## src/rtl/rx_port_pkg.sv

```systemverilog
// rx_port_pkg: shared widths and FSM state encoding for the RX port channel gate.
package rx_port_pkg;
   localparam int WORD_W = 32;
   localparam int LEN_W  = 32;
   localparam int OFF_W  = 31;
   typedef enum logic [2:0] {IDLE, OPEN, DATA, CLOSE, DONE} state_t;
endpackage

```

## src/rtl/rx_port_channel_gate_32_if.sv

```systemverilog
// rx_port_channel_gate_32_if: descriptor, FIFO, completion and CHNL_RX bundle.
// slave  = the gate (consumes descriptor/FIFO, drives channel and completion)
// master = the surroundings (RX port internals plus user channel)
interface rx_port_channel_gate_32_if;
   import rx_port_pkg::*;
   logic              TXN;
   logic              TXN_ACK;
   logic [LEN_W-1:0]  TXN_LEN;
   logic [OFF_W-1:0]  TXN_OFF;
   logic              TXN_LAST;
   logic [WORD_W-1:0] BUF_DATA;
   logic              BUF_EMPTY;
   logic              BUF_REN;
   logic              ABORT;
   logic              TXN_DONE;
   logic [LEN_W-1:0]  TXN_DONE_LEN;
   logic              TXN_DONE_ERR;
   logic              TXN_DONE_ACK;
   logic              CHNL_RX;
   logic              CHNL_RX_ACK;
   logic              CHNL_RX_LAST;
   logic [LEN_W-1:0]  CHNL_RX_LEN;
   logic [OFF_W-1:0]  CHNL_RX_OFF;
   logic [WORD_W-1:0] CHNL_RX_DATA;
   logic              CHNL_RX_DATA_VALID;
   logic              CHNL_RX_DATA_REN;
   modport slave (
      input  TXN, TXN_LEN, TXN_OFF, TXN_LAST, BUF_DATA, BUF_EMPTY, ABORT,
             TXN_DONE_ACK, CHNL_RX_ACK, CHNL_RX_DATA_REN,
      output TXN_ACK, BUF_REN, TXN_DONE, TXN_DONE_LEN, TXN_DONE_ERR, CHNL_RX,
             CHNL_RX_LAST, CHNL_RX_LEN, CHNL_RX_OFF, CHNL_RX_DATA, CHNL_RX_DATA_VALID
   );
   modport master (
      output TXN, TXN_LEN, TXN_OFF, TXN_LAST, BUF_DATA, BUF_EMPTY, ABORT,
             TXN_DONE_ACK, CHNL_RX_ACK, CHNL_RX_DATA_REN,
      input  TXN_ACK, BUF_REN, TXN_DONE, TXN_DONE_LEN, TXN_DONE_ERR, CHNL_RX,
             CHNL_RX_LAST, CHNL_RX_LEN, CHNL_RX_OFF, CHNL_RX_DATA, CHNL_RX_DATA_VALID
   );
endinterface

```

## src/rtl/rx_port_out_reg_32.sv

```systemverilog
// rx_port_out_reg_32: single-entry output register between an FWFT FIFO and the channel.
// Ports: CLK/RST_N clock and sync active-low reset; en allows fetching (else valid clears);
// avail FIFO non-empty; room more words may be fetched; ren channel read enable;
// din FIFO head; pop FIFO read strobe; consume beat taken; valid/dout output register.
module rx_port_out_reg_32 #(
   parameter int W = 32
) (
   input  logic         CLK,
   input  logic         RST_N,
   input  logic         en,
   input  logic         avail,
   input  logic         room,
   input  logic         ren,
   input  logic [W-1:0] din,
   output logic         pop,
   output logic         consume,
   output logic         valid,
   output logic [W-1:0] dout
);
   assign consume = valid && ren;
   // refill when empty or when the held word leaves this same cycle
   assign pop = en && avail && room && (!valid || ren);
   always_ff @(posedge CLK) begin
      if (!RST_N) begin
         valid <= 1'b0;
         dout  <= '0;
      end else begin
         valid <= en && (pop || (valid && !ren));
         if (pop) dout <= din;
      end
   end
endmodule

```

## src/rtl/rx_port_channel_gate_32.sv

```systemverilog
// rx_port_channel_gate_32: RX port channel end; opens CHNL_RX, streams LEN words, reports completion.
// Ports: CLK port clock; RST_N sync active-low reset; io (slave) carries the descriptor
// (TXN/TXN_ACK/LEN/OFF/LAST), FIFO head (BUF_*), ABORT, completion (TXN_DONE*) and CHNL_RX_*.
module rx_port_channel_gate_32
   import rx_port_pkg::*;
#(
   parameter int C_DATA_WIDTH = WORD_W,
   parameter int C_LEN_WIDTH  = LEN_W
) (
   input logic                    CLK,
   input logic                    RST_N,
   rx_port_channel_gate_32_if.slave io
);
   state_t                  state, state_nx;
   logic [C_LEN_WIDTH-1:0]  len, fetched, sent;
   logic [OFF_W-1:0]        off;
   logic                    last, err, txn_ack, cap, in_data, pop, consume, valid;
   logic [C_DATA_WIDTH-1:0] data;

   assign cap     = state == IDLE && io.TXN;
   assign in_data = state == DATA;

   rx_port_out_reg_32 #(.W(C_DATA_WIDTH)) u_out (
      .CLK     (CLK),
      .RST_N   (RST_N),
      .en      (in_data && !io.ABORT),
      .avail   (!io.BUF_EMPTY),
      .room    (fetched < len),
      .ren     (io.CHNL_RX_DATA_REN),
      .din     (io.BUF_DATA),
      .pop     (pop),
      .consume (consume),
      .valid   (valid),
      .dout    (data)
   );

   always_comb begin
      state_nx = state;
      unique case (state)
         IDLE:    state_nx = io.TXN ? OPEN : IDLE;
         OPEN:    state_nx = io.ABORT ? CLOSE : !io.CHNL_RX_ACK ? OPEN : (len == '0) ? CLOSE : DATA;
         // sent < len here, so sent+1 cannot wrap even for LEN = all ones
         DATA:    state_nx = (io.ABORT || (consume && sent + 1'b1 == len)) ? CLOSE : DATA;
         CLOSE:   state_nx = DONE;
         DONE:    state_nx = io.TXN_DONE_ACK ? IDLE : DONE;
         default: state_nx = IDLE;
      endcase
   end

   always_ff @(posedge CLK) begin
      if (!RST_N) begin
         state   <= IDLE;
         txn_ack <= 1'b0;
         len     <= '0;
         off     <= '0;
         last    <= 1'b0;
         err     <= 1'b0;
         fetched <= '0;
         sent    <= '0;
      end else begin
         state   <= state_nx;
         txn_ack <= cap;
         if (cap) begin
            len     <= io.TXN_LEN;
            off     <= io.TXN_OFF;
            last    <= io.TXN_LAST;
            err     <= 1'b0;
            fetched <= '0;
            sent    <= '0;
         end
         if (pop) fetched <= fetched + 1'b1;
         if (in_data && consume) sent <= sent + 1'b1;
         if ((state == OPEN || in_data) && io.ABORT) err <= 1'b1;
      end
   end

   assign io.TXN_ACK            = txn_ack;
   assign io.BUF_REN            = pop;
   assign io.TXN_DONE           = state == DONE;
   assign io.TXN_DONE_LEN       = sent;
   assign io.TXN_DONE_ERR       = err;
   assign io.CHNL_RX            = state == OPEN || in_data;
   assign io.CHNL_RX_LAST       = last;
   assign io.CHNL_RX_LEN        = len;
   assign io.CHNL_RX_OFF        = off;
   assign io.CHNL_RX_DATA       = data;
   assign io.CHNL_RX_DATA_VALID = valid;
endmodule

```

## src/flat_wrapper.sv

```systemverilog
// flat-port wrapper written by rule: the top's interface ports become plain ports
module rx_port_channel_gate_32_flat import rx_port_pkg::*;
#(
   parameter int C_DATA_WIDTH = WORD_W,
   parameter int C_LEN_WIDTH  = LEN_W
)
  (CLK, RST_N, io_TXN, io_TXN_LEN, io_TXN_OFF, io_TXN_LAST, io_BUF_DATA, io_BUF_EMPTY, io_ABORT, io_TXN_DONE_ACK, io_CHNL_RX_ACK, io_CHNL_RX_DATA_REN, io_TXN_ACK, io_BUF_REN, io_TXN_DONE, io_TXN_DONE_LEN, io_TXN_DONE_ERR, io_CHNL_RX, io_CHNL_RX_LAST, io_CHNL_RX_LEN, io_CHNL_RX_OFF, io_CHNL_RX_DATA, io_CHNL_RX_DATA_VALID);
  rx_port_channel_gate_32_if io_i ();
  input logic CLK;
  input logic RST_N;
  input wire logic [$bits(io_i.TXN)-1:0] io_TXN;
  input wire logic [$bits(io_i.TXN_LEN)-1:0] io_TXN_LEN;
  input wire logic [$bits(io_i.TXN_OFF)-1:0] io_TXN_OFF;
  input wire logic [$bits(io_i.TXN_LAST)-1:0] io_TXN_LAST;
  input wire logic [$bits(io_i.BUF_DATA)-1:0] io_BUF_DATA;
  input wire logic [$bits(io_i.BUF_EMPTY)-1:0] io_BUF_EMPTY;
  input wire logic [$bits(io_i.ABORT)-1:0] io_ABORT;
  input wire logic [$bits(io_i.TXN_DONE_ACK)-1:0] io_TXN_DONE_ACK;
  input wire logic [$bits(io_i.CHNL_RX_ACK)-1:0] io_CHNL_RX_ACK;
  input wire logic [$bits(io_i.CHNL_RX_DATA_REN)-1:0] io_CHNL_RX_DATA_REN;
  output wire logic [$bits(io_i.TXN_ACK)-1:0] io_TXN_ACK;
  output wire logic [$bits(io_i.BUF_REN)-1:0] io_BUF_REN;
  output wire logic [$bits(io_i.TXN_DONE)-1:0] io_TXN_DONE;
  output wire logic [$bits(io_i.TXN_DONE_LEN)-1:0] io_TXN_DONE_LEN;
  output wire logic [$bits(io_i.TXN_DONE_ERR)-1:0] io_TXN_DONE_ERR;
  output wire logic [$bits(io_i.CHNL_RX)-1:0] io_CHNL_RX;
  output wire logic [$bits(io_i.CHNL_RX_LAST)-1:0] io_CHNL_RX_LAST;
  output wire logic [$bits(io_i.CHNL_RX_LEN)-1:0] io_CHNL_RX_LEN;
  output wire logic [$bits(io_i.CHNL_RX_OFF)-1:0] io_CHNL_RX_OFF;
  output wire logic [$bits(io_i.CHNL_RX_DATA)-1:0] io_CHNL_RX_DATA;
  output wire logic [$bits(io_i.CHNL_RX_DATA_VALID)-1:0] io_CHNL_RX_DATA_VALID;
  assign io_i.TXN = io_TXN;
  assign io_i.TXN_LEN = io_TXN_LEN;
  assign io_i.TXN_OFF = io_TXN_OFF;
  assign io_i.TXN_LAST = io_TXN_LAST;
  assign io_i.BUF_DATA = io_BUF_DATA;
  assign io_i.BUF_EMPTY = io_BUF_EMPTY;
  assign io_i.ABORT = io_ABORT;
  assign io_i.TXN_DONE_ACK = io_TXN_DONE_ACK;
  assign io_i.CHNL_RX_ACK = io_CHNL_RX_ACK;
  assign io_i.CHNL_RX_DATA_REN = io_CHNL_RX_DATA_REN;
  assign io_TXN_ACK = io_i.TXN_ACK;
  assign io_BUF_REN = io_i.BUF_REN;
  assign io_TXN_DONE = io_i.TXN_DONE;
  assign io_TXN_DONE_LEN = io_i.TXN_DONE_LEN;
  assign io_TXN_DONE_ERR = io_i.TXN_DONE_ERR;
  assign io_CHNL_RX = io_i.CHNL_RX;
  assign io_CHNL_RX_LAST = io_i.CHNL_RX_LAST;
  assign io_CHNL_RX_LEN = io_i.CHNL_RX_LEN;
  assign io_CHNL_RX_OFF = io_i.CHNL_RX_OFF;
  assign io_CHNL_RX_DATA = io_i.CHNL_RX_DATA;
  assign io_CHNL_RX_DATA_VALID = io_i.CHNL_RX_DATA_VALID;
  rx_port_channel_gate_32 #(.C_DATA_WIDTH(C_DATA_WIDTH), .C_LEN_WIDTH(C_LEN_WIDTH)) u_core (.CLK(CLK), .RST_N(RST_N), .io(io_i));
endmodule
```

## config.mk

```make
export PLATFORM = sky130hd
export DESIGN_NAME = rx_port_channel_gate_32_flat
export DESIGN_NICKNAME = d
export VERILOG_FILES = /design/src/rtl/rx_port_pkg.sv /design/src/rtl/rx_port_channel_gate_32_if.sv /design/src/rtl/rx_port_out_reg_32.sv /design/src/rtl/rx_port_channel_gate_32.sv /design/src/flat_wrapper.sv
export SDC_FILE = /design/constraint.sdc
export NUM_CORES = 1
export LEC_CHECK = 0
export ABC_AREA = 1
export ABC_CLOCK_PERIOD_IN_PS = 5070
export CORE_MARGIN = 4
export CORE_UTILIZATION = 30
export CTS_CLUSTER_SIZE = 16
export DETAILED_ROUTE_END_ITERATION = 6
export PLACE_DENSITY = 0.63
export SLEW_MARGIN = 30
export SYNTH_ARGS = -nofsm -noshare
export SYNTH_HDL_FRONTEND = slang
export SYNTH_SLANG_ARGS = --single-unit
```

## constraint.sdc

```tcl
create_clock -name CLK -period 5.07 [get_ports CLK]
set_clock_uncertainty 0.15 [all_clocks]
set_input_delay 1.2675 -clock CLK [delete_from_list [all_inputs] [get_ports CLK]]
set_output_delay 1.2675 -clock CLK [all_outputs]
set_load 0.02 [all_outputs]
```

==> flow_metrics.tcl <==
set metrics [dict create \
    status "complete, no violations" \
    final_common_cell "nand2_1" \
    vias 9505 \
    drive_above_1_share 0.0528 \
    routed_wl_um 30200 \
    clkTransAtPathRegs_ps 70 \
    worst_setup_path_start_kind "input pin" \
    crit_path_start "io_ABORT" \
    diodes 0 \
    die_x_um 181 \
    place_hpwl_um 22400 \
    coreArea_um2 29600 \
    ys_ff_latch 166 \
    final_cell_mix "nand2_1 (345), clkdlybuf4s50_1 (236), dfxtp_1 (166)" \
    die_h_um 181 \
    drtIter0Drc 777 \
    highest_layer "met4" \
    ios 238 \
    cts_setup_buffers 0 \
    portBuffers 237 \
    worst-path-max-fanout 3 \
    gp_congestion 0.946 \
    grt_max_degree 131 \
    wl_met3_um 1810 \
    min-delay-start "u_core.u_out.dout[29]$_SDFFE_PN0P_" \
    powerDensity_nw_per_um2 276 \
    setup_violations 0 \
    finalSetupTns_ps 0 \
    fmax_ghz 0.210 \
    synth_area_um2 8960 \
    ir_drop_mv 0.171 \
    period_minus_slack_ps 4760 \
    post_drt_wl_per_cell_um 15.6 \
    clock_latency_ps 440 \
    seqCellArea_um2 3320 \
    utilization 0.416 \
    worstPathArrival_ps 3340 \
    rows 63 \
    cts_hold_buf 0 \
    start_util 0.303 \
    cts-buffers-inserted 17 \
    viasPerCell 4.89 \
    drt-met1-wl_um 13200 \
    synthDistinctLibCells 44 \
    root_buffer "clkbuf_16" \
    die_area_um2 32700 \
    cp-end-kind "primary output" \
    ys_seq_area_frac 0.371 \
    grt_overflow 0 \
    ys_warn_count 0 \
    ctsHtreeMaxLevel 4 \
    cts_sinks 166 \
    synthesis.nets 1465 \
    ant_nets 0 \
    multiInputGateArea_um2 5050 \
    rsz0062_at_grt "no" \
    drv_cap 0 \
    nets 1677 \
    path_class "input pin to primary output" \
    areaGrowthSynthToFinish_pct 37.1 \
    hold_class "flop to flop" \
    grt_usage 0.180 \
    tightest_slew_ps 792 \
    syn_inst 1328 \
    syn_area_per_cell_um2 6.75 \
    p_leak_nw 4.46 \
    drc_errors 0 \
    fin_crit_sh 0.938 \
    grt_pass1_wl_um 47700 \
    n_fill_cell 3071 \
    cts_tree "built" \
    wl_met2_um 14400 \
    worstPathRequired_ps 3650 \
    grt_pass1_vias 9063 \
    cts_buffer_depth 2 \
    slew_headroom 0.472 \
    r2r_start "u_core.io.CHNL_RX_LEN[31]$_SDFFE_PN0P_" \
    final_hold_viol_count 0 \
    cts_resized 0 \
    finalMaxSlewViolations 0 \
    dr.pass1.iters 5 \
    antenna_found_initial 0 \
]
==> layout make-up <==
cell class / count / area share
Clock buffer: 19 / 0.0369
Clock inverter: 13 / 0.0110
Inverter: 103 / 0.0316
Multi-Input combinational cell: 1005 / 0.411
Sequential cell: 166 / 0.270
Tap cell: 390 / 0.0397
Timing Repair Buffer: 247 / 0.200
==> final timing paths <==
path / endpoint / slack [ps] / depth (start not counted)
setup / recovery: io_BUF_REN / 310 / 9
hold / removal: u_core.u_out.dout[29]$_SDFFE_PN0P_ / 310 / 2
setup reg to reg: u_core.fetched[28]$_SDFFE_PN0P_ / 2050 / 11
hold reg to reg: u_core.u_out.dout[29]$_SDFFE_PN0P_ / 310 / 2
==> cell usage after synthesis <==
cell	n	area share
nor2_1	153	0.064
nor2_4	5	0.0063
buf_1	3	0.0013
and3_1	1	0.00070
nand3b_1	2	0.0017
xnor3_1	1	0.0025
nor4_2	1	0.0014
and2_1	1	0.00070
nand2_4	1	0.0013
nand2_1	345	0.14
ha_1	33	0.046
or2_0	13	0.0091
nor2_2	6	0.0042
nand3_4	2	0.0039
clkbuf_1	41	0.017
o221ai_1	1	0.00098
nand4_1	23	0.016
nor3_1	10	0.0056
a21oi_1	147	0.082
nor4_1	5	0.0035
nor3_2	2	0.0022
o21ai_1	2	0.0011
buf_2	7	0.0039
a211oi_1	3	0.0025
o21a_1	2	0.0017
xor2_1	23	0.022
o2111ai_1	1	0.00098
nor3_4	2	0.0036
o21ai_0	75	0.042
nor2_8	1	0.0022
inv_1	95	0.040
clkinv_1	2	0.00084
buf_4	3	0.0025
o31ai_1	1	0.00084
a31oi_1	2	0.0014
or2_2	1	0.00070
o21bai_1	3	0.0025
inv_2	6	0.0025
dfxtp_1	166	0.37
a211oi_2	1	0.0014
nand3_1	121	0.068
xnor2_1	7	0.0068
nand2_2	5	0.0035
nand3_2	3	0.0034
==> through the flow <==
| step | std cells | instance area [µm²] | total power, mW | setup WS [ps] | hold slack [ps] |
|---|---|---|---|---|---|
| after floorplan | 1328 | 8960 | 1.78 | 1420 | 339 |
| after global placement | 1911 | 11700 | 2.10 | 355 | 302 |
| after detailed placement | 1911 | 11700 | 2.11 | 333 | 305 |
| after CTS | 1943 | 12300 | 3.44 | 325 | 316 |
| after global routing | 1943 | 12300 | 3.57 | 262 | 330 |
| final | 1943 | 12300 | 3.39 | 312 | 315 |
==> registers in the layout (all words and copies together) (netlist names) <==
signal and count:
u_core.state 3, u_core.io.TXN_DONE_ERR 1, u_core.io.CHNL_RX_OFF 31, u_core.io.CHNL_RX_LEN 32, u_core.u_out.valid 1, u_core.io.TXN_DONE_LEN 32
u_core.io.CHNL_RX_LAST 1, u_core.u_out.dout 32, u_core.io.TXN_ACK 1, u_core.fetched 32
==> cell families after synthesis <==
logic type                 count (synthesis)  share of synthesized area
and+or+nand+nor                          703                      0.346
AOI/OAI and AO/OA                        238                      0.137
DFF                                      166                      0.371
buffers and inverters                    157                     0.0680
adders and majority gates                 33                     0.0461
xor gates and xnor gates                  31                     0.0318
==> layer usage <==
metal	vias to the layer above	global-route usage
li1	4799	-
met1	4357	0.224
met2	305	0.305
met3	44	0.0421
met4	0	0.0608
met5	-	0
==> worst max-delay path, cell delays in order <==
cell and delay [ps]:
clkdlybuf4s50_1 480, inv_1 130, nand2_1 90, nor3_2 130, nand2_1 90, a211oi_2 270
nand3_2 130, inv_2 80, clkdlybuf4s50_1 660
==> report_power, final <==
group	total [mW]	internal [mW]	switching (mW)	leakage, nW
clock network	1.32	0.718	0.599	0.283
logic	0.657	0.280	0.377	2.82
registers	1.42	1.37	0.0477	1.35
total	3.39	2.37	1.02	4.46
(Power assumes the default switching activity.)
